`src/rtl/clock_ctrl_pkg.sv`:
```
// Shared definitions for the MM:SS clock mode/time-setting controller.
// Holds the controller mode encoding, default timing constants, the
// per-digit blank masks and small constant helpers used by the RTL.
package clock_ctrl_pkg;

    // Controller mode; 2'b11 is unused and treated as illegal.
    typedef enum logic [1:0] {
        RUN     = 2'b00,
        SET_MIN = 2'b01,
        SET_SEC = 2'b10
    } clk_mode_t;

    // Defaults sized for a 100 MHz system clock.
    localparam int DEF_DEBOUNCE_CYCLES = 1_000_000;
    localparam int DEF_BLINK_CYCLES    = 25_000_000;
    localparam int DEF_REPEAT_DELAY    = 50_000_000;
    localparam int DEF_REPEAT_PERIOD   = 10_000_000;

    // Blank masks: [3:2] minutes digits, [1:0] seconds digits, 1 = dark.
    localparam logic [3:0] BLANK_NONE = 4'b0000;
    localparam logic [3:0] BLANK_MIN  = 4'b1100;
    localparam logic [3:0] BLANK_SEC  = 4'b0011;

    // Counter width able to hold n-1; never narrower than one bit.
    function automatic int cnt_width(input int n);
        if (n > 1) begin
            return $clog2(n);
        end else begin
            return 1;
        end
    endfunction

    function automatic int max2(input int a, input int b);
        if (a > b) begin
            return a;
        end else begin
            return b;
        end
    endfunction

    // Digits to darken for a given mode and blink phase (phase 1 = dark).
    function automatic logic [3:0] blank_mask(input clk_mode_t m, input logic phase);
        logic [3:0] mask;
        mask = BLANK_NONE;
        case (m)
            SET_MIN: mask = phase ? BLANK_MIN : BLANK_NONE;
            SET_SEC: mask = phase ? BLANK_SEC : BLANK_NONE;
            default: mask = BLANK_NONE;
        endcase
        return mask;
    endfunction

endpackage

```
`src/rtl/btn_debounce.sv`:
```
// Push-button conditioner: 2-flop synchronizer, stable-level counter and a
// registered rising-edge detector.
// Ports:
//   clk, clr : clock, asynchronous active-high reset (button seen as released)
//   raw      : asynchronous button input
//   level    : debounced button level
//   press    : one-cycle pulse on each accepted rising edge of level
module btn_debounce
    import clock_ctrl_pkg::*;
#(
    parameter int DEBOUNCE_CYCLES = DEF_DEBOUNCE_CYCLES
) (
    input  logic clk,
    input  logic clr,
    input  logic raw,
    output logic level,
    output logic press
);

    localparam int            CNT_W    = cnt_width(DEBOUNCE_CYCLES);
    localparam logic [CNT_W-1:0] CNT_LAST = CNT_W'(DEBOUNCE_CYCLES - 1);

    logic             sync1_r;
    logic             sync2_r;
    logic             level_d_r;
    logic [CNT_W-1:0] cnt_r;

    // Two-stage synchronizer for the asynchronous button.
    always_ff @(posedge clk or posedge clr) begin
        if (clr) begin
            sync1_r <= 1'b0;
            sync2_r <= 1'b0;
        end else begin
            sync1_r <= raw;
            sync2_r <= sync1_r;
        end
    end

    // Count consecutive samples that disagree with the accepted level; any
    // agreeing sample restarts the count, the last disagreeing one flips it.
    always_ff @(posedge clk or posedge clr) begin
        if (clr) begin
            cnt_r <= {CNT_W{1'b0}};
            level <= 1'b0;
        end else if (sync2_r == level) begin
            cnt_r <= {CNT_W{1'b0}};
            level <= level;
        end else if (cnt_r == CNT_LAST) begin
            cnt_r <= {CNT_W{1'b0}};
            level <= sync2_r;
        end else begin
            cnt_r <= cnt_r + CNT_W'(1);
            level <= level;
        end
    end

    // Registered rising-edge detector on the debounced level.
    always_ff @(posedge clk or posedge clr) begin
        if (clr) begin
            level_d_r <= 1'b0;
            press     <= 1'b0;
        end else begin
            level_d_r <= level;
            press     <= level & ~level_d_r;
        end
    end

endmodule

```
`src/rtl/clock_set_ctrl.sv`:
```
// Mode and time-setting controller for the MM:SS clock.
// Sequences RUN -> SET_MIN -> SET_SEC -> RUN on mode presses, gates the 1 Hz
// tick while editing, turns increment presses (with auto-repeat) into
// field-step pulses and blinks the digits of the field being edited.
// Ports:
//   clk, clr  : clock, asynchronous active-high reset
//   tick_1s   : one-cycle 1 Hz pulse
//   btn_mode  : raw mode button
//   btn_inc   : raw increment button
//   run_tick  : tick_1s delayed one cycle, only in RUN
//   sec_inc   : seconds +1 pulse (SET_SEC)
//   min_inc   : minutes +1 pulse (SET_MIN)
//   blank     : per-digit blank, [3:2] minutes, [1:0] seconds, 1 = dark
//   mode      : current mode encoding
module clock_set_ctrl
    import clock_ctrl_pkg::*;
#(
    parameter int DEBOUNCE_CYCLES = DEF_DEBOUNCE_CYCLES,
    parameter int BLINK_CYCLES    = DEF_BLINK_CYCLES,
    parameter int REPEAT_DELAY    = DEF_REPEAT_DELAY,
    parameter int REPEAT_PERIOD   = DEF_REPEAT_PERIOD
) (
    input  logic       clk,
    input  logic       clr,
    input  logic       tick_1s,
    input  logic       btn_mode,
    input  logic       btn_inc,
    output logic       run_tick,
    output logic       sec_inc,
    output logic       min_inc,
    output logic [3:0] blank,
    output logic [1:0] mode
);

    localparam int RPT_W   = cnt_width(max2(REPEAT_DELAY, REPEAT_PERIOD));
    localparam int BLINK_W = cnt_width(BLINK_CYCLES);
    // Down-counter reloads: a pulse fires when the counter reaches zero.
    localparam logic [RPT_W-1:0]   RPT_DELAY_LOAD  = RPT_W'(REPEAT_DELAY - 1);
    localparam logic [RPT_W-1:0]   RPT_PERIOD_LOAD = RPT_W'(REPEAT_PERIOD - 1);
    localparam logic [BLINK_W-1:0] BLINK_LAST      = BLINK_W'(BLINK_CYCLES - 1);

    logic mode_level_unused_s;
    logic mode_press_s;
    logic inc_level_s;
    logic inc_press_s;

    clk_mode_t state_r;
    clk_mode_t state_next_s;

    logic               set_state_s;
    logic               inc_first_s;
    logic               rpt_hold_s;
    logic               rpt_fire_s;
    logic               inc_fire_s;
    logic               rpt_active_r;
    logic               rpt_active_next_s;
    logic [RPT_W-1:0]   rpt_cnt_r;
    logic [RPT_W-1:0]   rpt_cnt_next_s;

    logic               blink_clr_s;
    logic               phase_r;
    logic               phase_next_s;
    logic [BLINK_W-1:0] blink_cnt_r;
    logic [BLINK_W-1:0] blink_cnt_next_s;

    logic       run_tick_r;
    logic       sec_inc_r;
    logic       min_inc_r;
    logic [3:0] blank_r;

    btn_debounce #(.DEBOUNCE_CYCLES(DEBOUNCE_CYCLES)) u_mode_db (
        .clk   (clk),
        .clr   (clr),
        .raw   (btn_mode),
        .level (mode_level_unused_s),
        .press (mode_press_s)
    );

    btn_debounce #(.DEBOUNCE_CYCLES(DEBOUNCE_CYCLES)) u_inc_db (
        .clk   (clk),
        .clr   (clr),
        .raw   (btn_inc),
        .level (inc_level_s),
        .press (inc_press_s)
    );

    // Next mode: each mode press advances the cycle; 2'b11 recovers to RUN.
    always_comb begin
        state_next_s = state_r;
        case (state_r)
            RUN: begin
                if (mode_press_s) state_next_s = SET_MIN;
                else              state_next_s = RUN;
            end
            SET_MIN: begin
                if (mode_press_s) state_next_s = SET_SEC;
                else              state_next_s = SET_MIN;
            end
            SET_SEC: begin
                if (mode_press_s) state_next_s = RUN;
                else              state_next_s = SET_SEC;
            end
            default: state_next_s = RUN;
        endcase
    end

    // Increment pulses and auto-repeat; a mode press wins over any increment.
    always_comb begin
        set_state_s       = (state_r == SET_MIN) || (state_r == SET_SEC);
        inc_first_s       = inc_press_s & ~mode_press_s & set_state_s;
        rpt_hold_s        = rpt_active_r & inc_level_s & ~mode_press_s & set_state_s;
        rpt_fire_s        = rpt_hold_s & (rpt_cnt_r == {RPT_W{1'b0}});
        inc_fire_s        = inc_first_s | rpt_fire_s;
        rpt_active_next_s = 1'b0;
        rpt_cnt_next_s    = {RPT_W{1'b0}};
        if (inc_first_s) begin
            rpt_active_next_s = 1'b1;
            rpt_cnt_next_s    = RPT_DELAY_LOAD;
        end else if (rpt_fire_s) begin
            rpt_active_next_s = 1'b1;
            rpt_cnt_next_s    = RPT_PERIOD_LOAD;
        end else if (rpt_hold_s) begin
            rpt_active_next_s = 1'b1;
            rpt_cnt_next_s    = rpt_cnt_r - RPT_W'(1);
        end else begin
            // Released, mode change or not editing: stop until a new press.
            rpt_active_next_s = 1'b0;
            rpt_cnt_next_s    = {RPT_W{1'b0}};
        end
    end

    // Blink phase; restarts visible on any mode change or increment pulse.
    always_comb begin
        blink_clr_s      = (state_next_s != state_r) | inc_fire_s;
        phase_next_s     = phase_r;
        blink_cnt_next_s = blink_cnt_r;
        if (blink_clr_s) begin
            phase_next_s     = 1'b0;
            blink_cnt_next_s = {BLINK_W{1'b0}};
        end else if (blink_cnt_r == BLINK_LAST) begin
            phase_next_s     = ~phase_r;
            blink_cnt_next_s = {BLINK_W{1'b0}};
        end else begin
            phase_next_s     = phase_r;
            blink_cnt_next_s = blink_cnt_r + BLINK_W'(1);
        end
    end

    // State, repeat and blink registers.
    always_ff @(posedge clk or posedge clr) begin
        if (clr) begin
            state_r      <= RUN;
            rpt_active_r <= 1'b0;
            rpt_cnt_r    <= {RPT_W{1'b0}};
            phase_r      <= 1'b0;
            blink_cnt_r  <= {BLINK_W{1'b0}};
        end else begin
            state_r      <= state_next_s;
            rpt_active_r <= rpt_active_next_s;
            rpt_cnt_r    <= rpt_cnt_next_s;
            phase_r      <= phase_next_s;
            blink_cnt_r  <= blink_cnt_next_s;
        end
    end

    // Output registers; blank follows the mode and phase being entered so it
    // never lags the mode output.
    always_ff @(posedge clk or posedge clr) begin
        if (clr) begin
            run_tick_r <= 1'b0;
            sec_inc_r  <= 1'b0;
            min_inc_r  <= 1'b0;
            blank_r    <= BLANK_NONE;
        end else begin
            // A tick coinciding with the RUN->SET_MIN press is dropped.
            run_tick_r <= tick_1s & (state_r == RUN) & ~mode_press_s;
            sec_inc_r  <= inc_fire_s & (state_r == SET_SEC);
            min_inc_r  <= inc_fire_s & (state_r == SET_MIN);
            blank_r    <= blank_mask(state_next_s, phase_next_s);
        end
    end

    assign run_tick = run_tick_r;
    assign sec_inc  = sec_inc_r;
    assign min_inc  = min_inc_r;
    assign blank    = blank_r;
    assign mode     = state_r;

endmodule
```
`config.mk`:
```
export PLATFORM = sky130hd
export DESIGN_NAME = clock_set_ctrl
export DESIGN_NICKNAME = d
export VERILOG_FILES = /design/src/rtl/clock_ctrl_pkg.sv /design/src/rtl/btn_debounce.sv /design/src/rtl/clock_set_ctrl.sv
export SDC_FILE = /design/constraint.sdc
export NUM_CORES = 1
export LEC_CHECK = 0
export CORE_UTILIZATION = 54
export DETAILED_ROUTE_END_ITERATION = 8
export HOLD_SLACK_MARGIN = 0.02
export PLACE_DENSITY = 0.71
export REMOVE_ABC_BUFFERS = 1
export SETUP_SLACK_MARGIN = 0.4
export SLEW_MARGIN = 20
export SYNTH_ARGS = -nofsm -noshare
export SYNTH_HDL_FRONTEND = slang
export SYNTH_SLANG_ARGS = --single-unit
```
`constraint.sdc`:
```
create_clock -name clk -period 4.4 [get_ports clk]
set_input_delay 0.88 -clock clk [delete_from_list [all_inputs] [get_ports clk]]
set_output_delay 0.88 -clock clk [all_outputs]
set_load 0.005 [all_outputs]
```
==> run_results.csv <==
group,metric,value,unit
outcome,run_status,"finished, final reports clean",
floorplan,die_x,101,um
drt,drtIter0Drc,169,
power_and_ir_drop,cellInternalPower,1.27,mW
placed_design,dp_hpwl,6.44,mm
clock_network,post-cts-setup-buffers,0,
clock_network,htreeDepth,3,
floorplan,fp.coreArea,9370,um2
synthesis,yosys-top-cells-area,"dfrtp_1 (52%), xor2_1 (9.3%), nor2_1 (6.3%), xnor2_1 (3.7%), nand3_1 (3.1%)",
clock_network,cts_tree,"done",
worst_setup_path,arrival,3.07,ns
global_routing,grt_pass1_vias,3569,
timing,hold_viol,0,
synthesis,ys_top_cells_by_count,"dfrtp_1 (110), nor2_1 (89), xor2_1 (56), nand3_1 (33), nand2_1 (31)",
drt,avgViaCountPerCell,5.47,
power_and_ir_drop,p_seq_share,61.2,%
drt,avgRoutedWirePerCell,14.2,um
timing,rsz0062_at_grt,"false",
clock_network,cts_num_sinks,110,
floorplan,initial_core_util,56.3,%
synthesis,syn_area,5280,um2
synthesis,synth_area_per_cell,10.1,um2
clock_network,clk_latency,0.38,ns
global_routing,grt_max_degree,59,
synthesis,synth_most_common_cell,"dfrtp_1",
finish,n_antenna_cell,0,
synthesis,synthArstFlopShare,100,%
synthesis,synth_edf_count,0,
clock_network,clk_pin_slew,0.11,ns
worst_setup_path,worst-setup-path-type,"reg2reg",
synthesis,yosysWarnings,0,
worst_setup_path,critPathRequiredTime,4.62,ns
worst_setup_path,critPathLaunchType,"flip-flop",
timing,layout_min_cycle_time,2.84,ns
timing,worst_slew_pin_slew,1.03,ns
synthesis,synthDistinctLibCells,45,
finish,drive_above_1_share,5.40,%
clock_network,cts_hold_buf,0,
power_and_ir_drop,p_leak,2.75,nW
synthesis,ys.flop_type,"dfrtp_1",
synthesis,seq_area_frac_synth,52.2,%
power_and_ir_drop,max-vdd-ir-drop,0.159,mV
timing,hold_slack,0.358,ns
placed_design,gp_congestion,0.792,
synthesis,ys_ff_latch,110,
floorplan,fp.dieH,101,um
run,drv_cap,0,
clock_network,clk_path_buf_depth,2,
finish,syn2layout_area_growth,8.32,%
finish,final_nets,547,
drt,drt_pass1_iterations,4,
finish,final_cells,666,
power_and_ir_drop,combPwrFrac,2.5,%
hold_path,min_path_type,"reg2reg",
clock_network,cts-resized-gates,0,
global_routing,track_usage,20.9,%
timing,slew_headroom,30.9,%
floorplan,rows,35,
drt,via_count,3643,
timing,fmax,352,MHz
global_routing,antenna_found_initial,0,
timing,finalClockSkew,0.0240,ns
power_and_ir_drop,power_density,293,nW/um2
global_routing,grt_first_pass_wirelength,16.6,mm
floorplan,io_pins,14,
synthesis,synth_top_cell_by_area,"dfrtp_1",
synthesis,syn_inst,521,
global_routing,overflow,0,
synthesis,synth_top_area_share,52.2,%
timing,setup_viol_count_final,0,
placed_design,placed_cells,650,
clock_network,cts_buffers,9,
drt,routed_wl,9.48,mm
timing,fin_setup_tns,0,ns
worst_setup_path,crit_fanout,23,
worst_setup_path,end_kind,"flip-flop",
power_and_ir_drop,p_clk_share,36.3,%
placed_design,io_buffers,13,
drt,ant_nets,0,
power_and_ir_drop,p_sw,406,uW
floorplan,die-area,10200,um2
worst_setup_path,rrSetupSlack,1.56,ns
drt,drc,0,
timing,maxSlewViolCount,0,
power_and_ir_drop,p_sw_share,24.3,%
power_and_ir_drop,power,1.67,mW
clock_network,root_buffer,"clkbuf_8",
timing,fin_crit_sh,64.6,%
## through the flow
stage / area (um2) / utilization [%] / worst slack, ns
CTS: 5720 / 61.0 / 1.56
floorplan: 5200 / - / 0.618
global route: 5720 / 61.0 / 1.20
global placement: 5520 / 58.9 / 1.75
detailed placement: 5520 / 58.9 / 1.56
finish: 5720 / 61.0 / 1.56
## layout make-up
cell class / instances / area, um2
flip-flops and latches: 110 / 2750
repair buffers: 15 / 158
fillers: 816 / 3660
clock buffers: 10 / 138
clock inverters: 6 / 58.8
multi-input cells: 383 / 2400
inverters: 13 / 51.3
well taps: 129 / 161
## cells by family after synthesis
kind of cell,after synthesis,synth area share [%]
muxes,5,0.996
and+or+nand+nor,260,25.8
adders and majority gates,10,2.37
DFF,110,52.2
AOI/OAI and AO/OA,30,3.34
xor gates and xnor gates,78,12.9
buffers and inverters,28,2.42
## placed cells by master, fill, tap and decap left out, types with 8 or more instances in the layout
cell and count:
nand2_1 31, clkbuf_8 10, nand3_1 33, dfrtp_1 110, nor3_1 13, ha_1 10
clkdlybuf4s50_1 13, inv_1 12, o21ai_0 16, nand4_1 18, xor2_1 56, nor4_1 13
or4_1 8, and3_1 12, xnor2_1 22, nor2_1 89, nor2b_1 8
## worst paths after layout
path	from	end	cells after the start
worst max register to register	mode[1]$_DFF_PP0_	blink_cnt_r[15]$_DFF_PP0_	7
worst max-delay path	mode[1]$_DFF_PP0_	blink_cnt_r[15]$_DFF_PP0_	7
min in group asynchronous	clr	blink_cnt_r[18]$_DFF_PP0_	2
max in group asynchronous	clr	u_inc_db.cnt_r[6]$_DFF_PP0_	3
worst min-delay path	u_inc_db.sync1_r$_DFF_PP0_	u_inc_db.sync2_r$_DFF_PP0_	0
worst min register to register	u_inc_db.sync1_r$_DFF_PP0_	u_inc_db.sync2_r$_DFF_PP0_	0
## power by group through the flow
stage | Combinational, mW | Clock [mW] | Sequential [mW]
2_1_floorplan | 0.0270 | 0 | 1.04
3_3_place_gp | 0.0433 | 0 | 1.04
3_5_place_dp | 0.0440 | 0 | 1.04
4_1_cts | 0.0442 | 0.626 | 1.02
5_1_grt | 0.0492 | 0.665 | 1.02
6_report | 0.0417 | 0.608 | 1.02
## worst max-delay path: stages (launching register included)
cell,delay [ns]
dfrtp_1,0.43
inv_1,0.10
ha_1,0.34
nand4b_1,0.47
nor4_1,0.35
nand4_1,0.21
nand3b_1,0.68
nor2_1,0.11
## layer usage
layer | wire length [um] | global-route usage, %
met2 | 4510 | 33.4
met3 | 284 | 4.92
met5 | 0 | 0
met4 | 86 | 5.02
met1 | 4610 | 29.1
## registers in the layout (all words and copies together), names as in the netlist, 2 cells and up
register         flops
u_inc_db.cnt_r      20
blink_cnt_r         25
mode                 2
rpt_cnt_r           26
blank                2
u_mode_db.cnt_r     20
No activity file was read; power rests on OpenSTA's default activity.
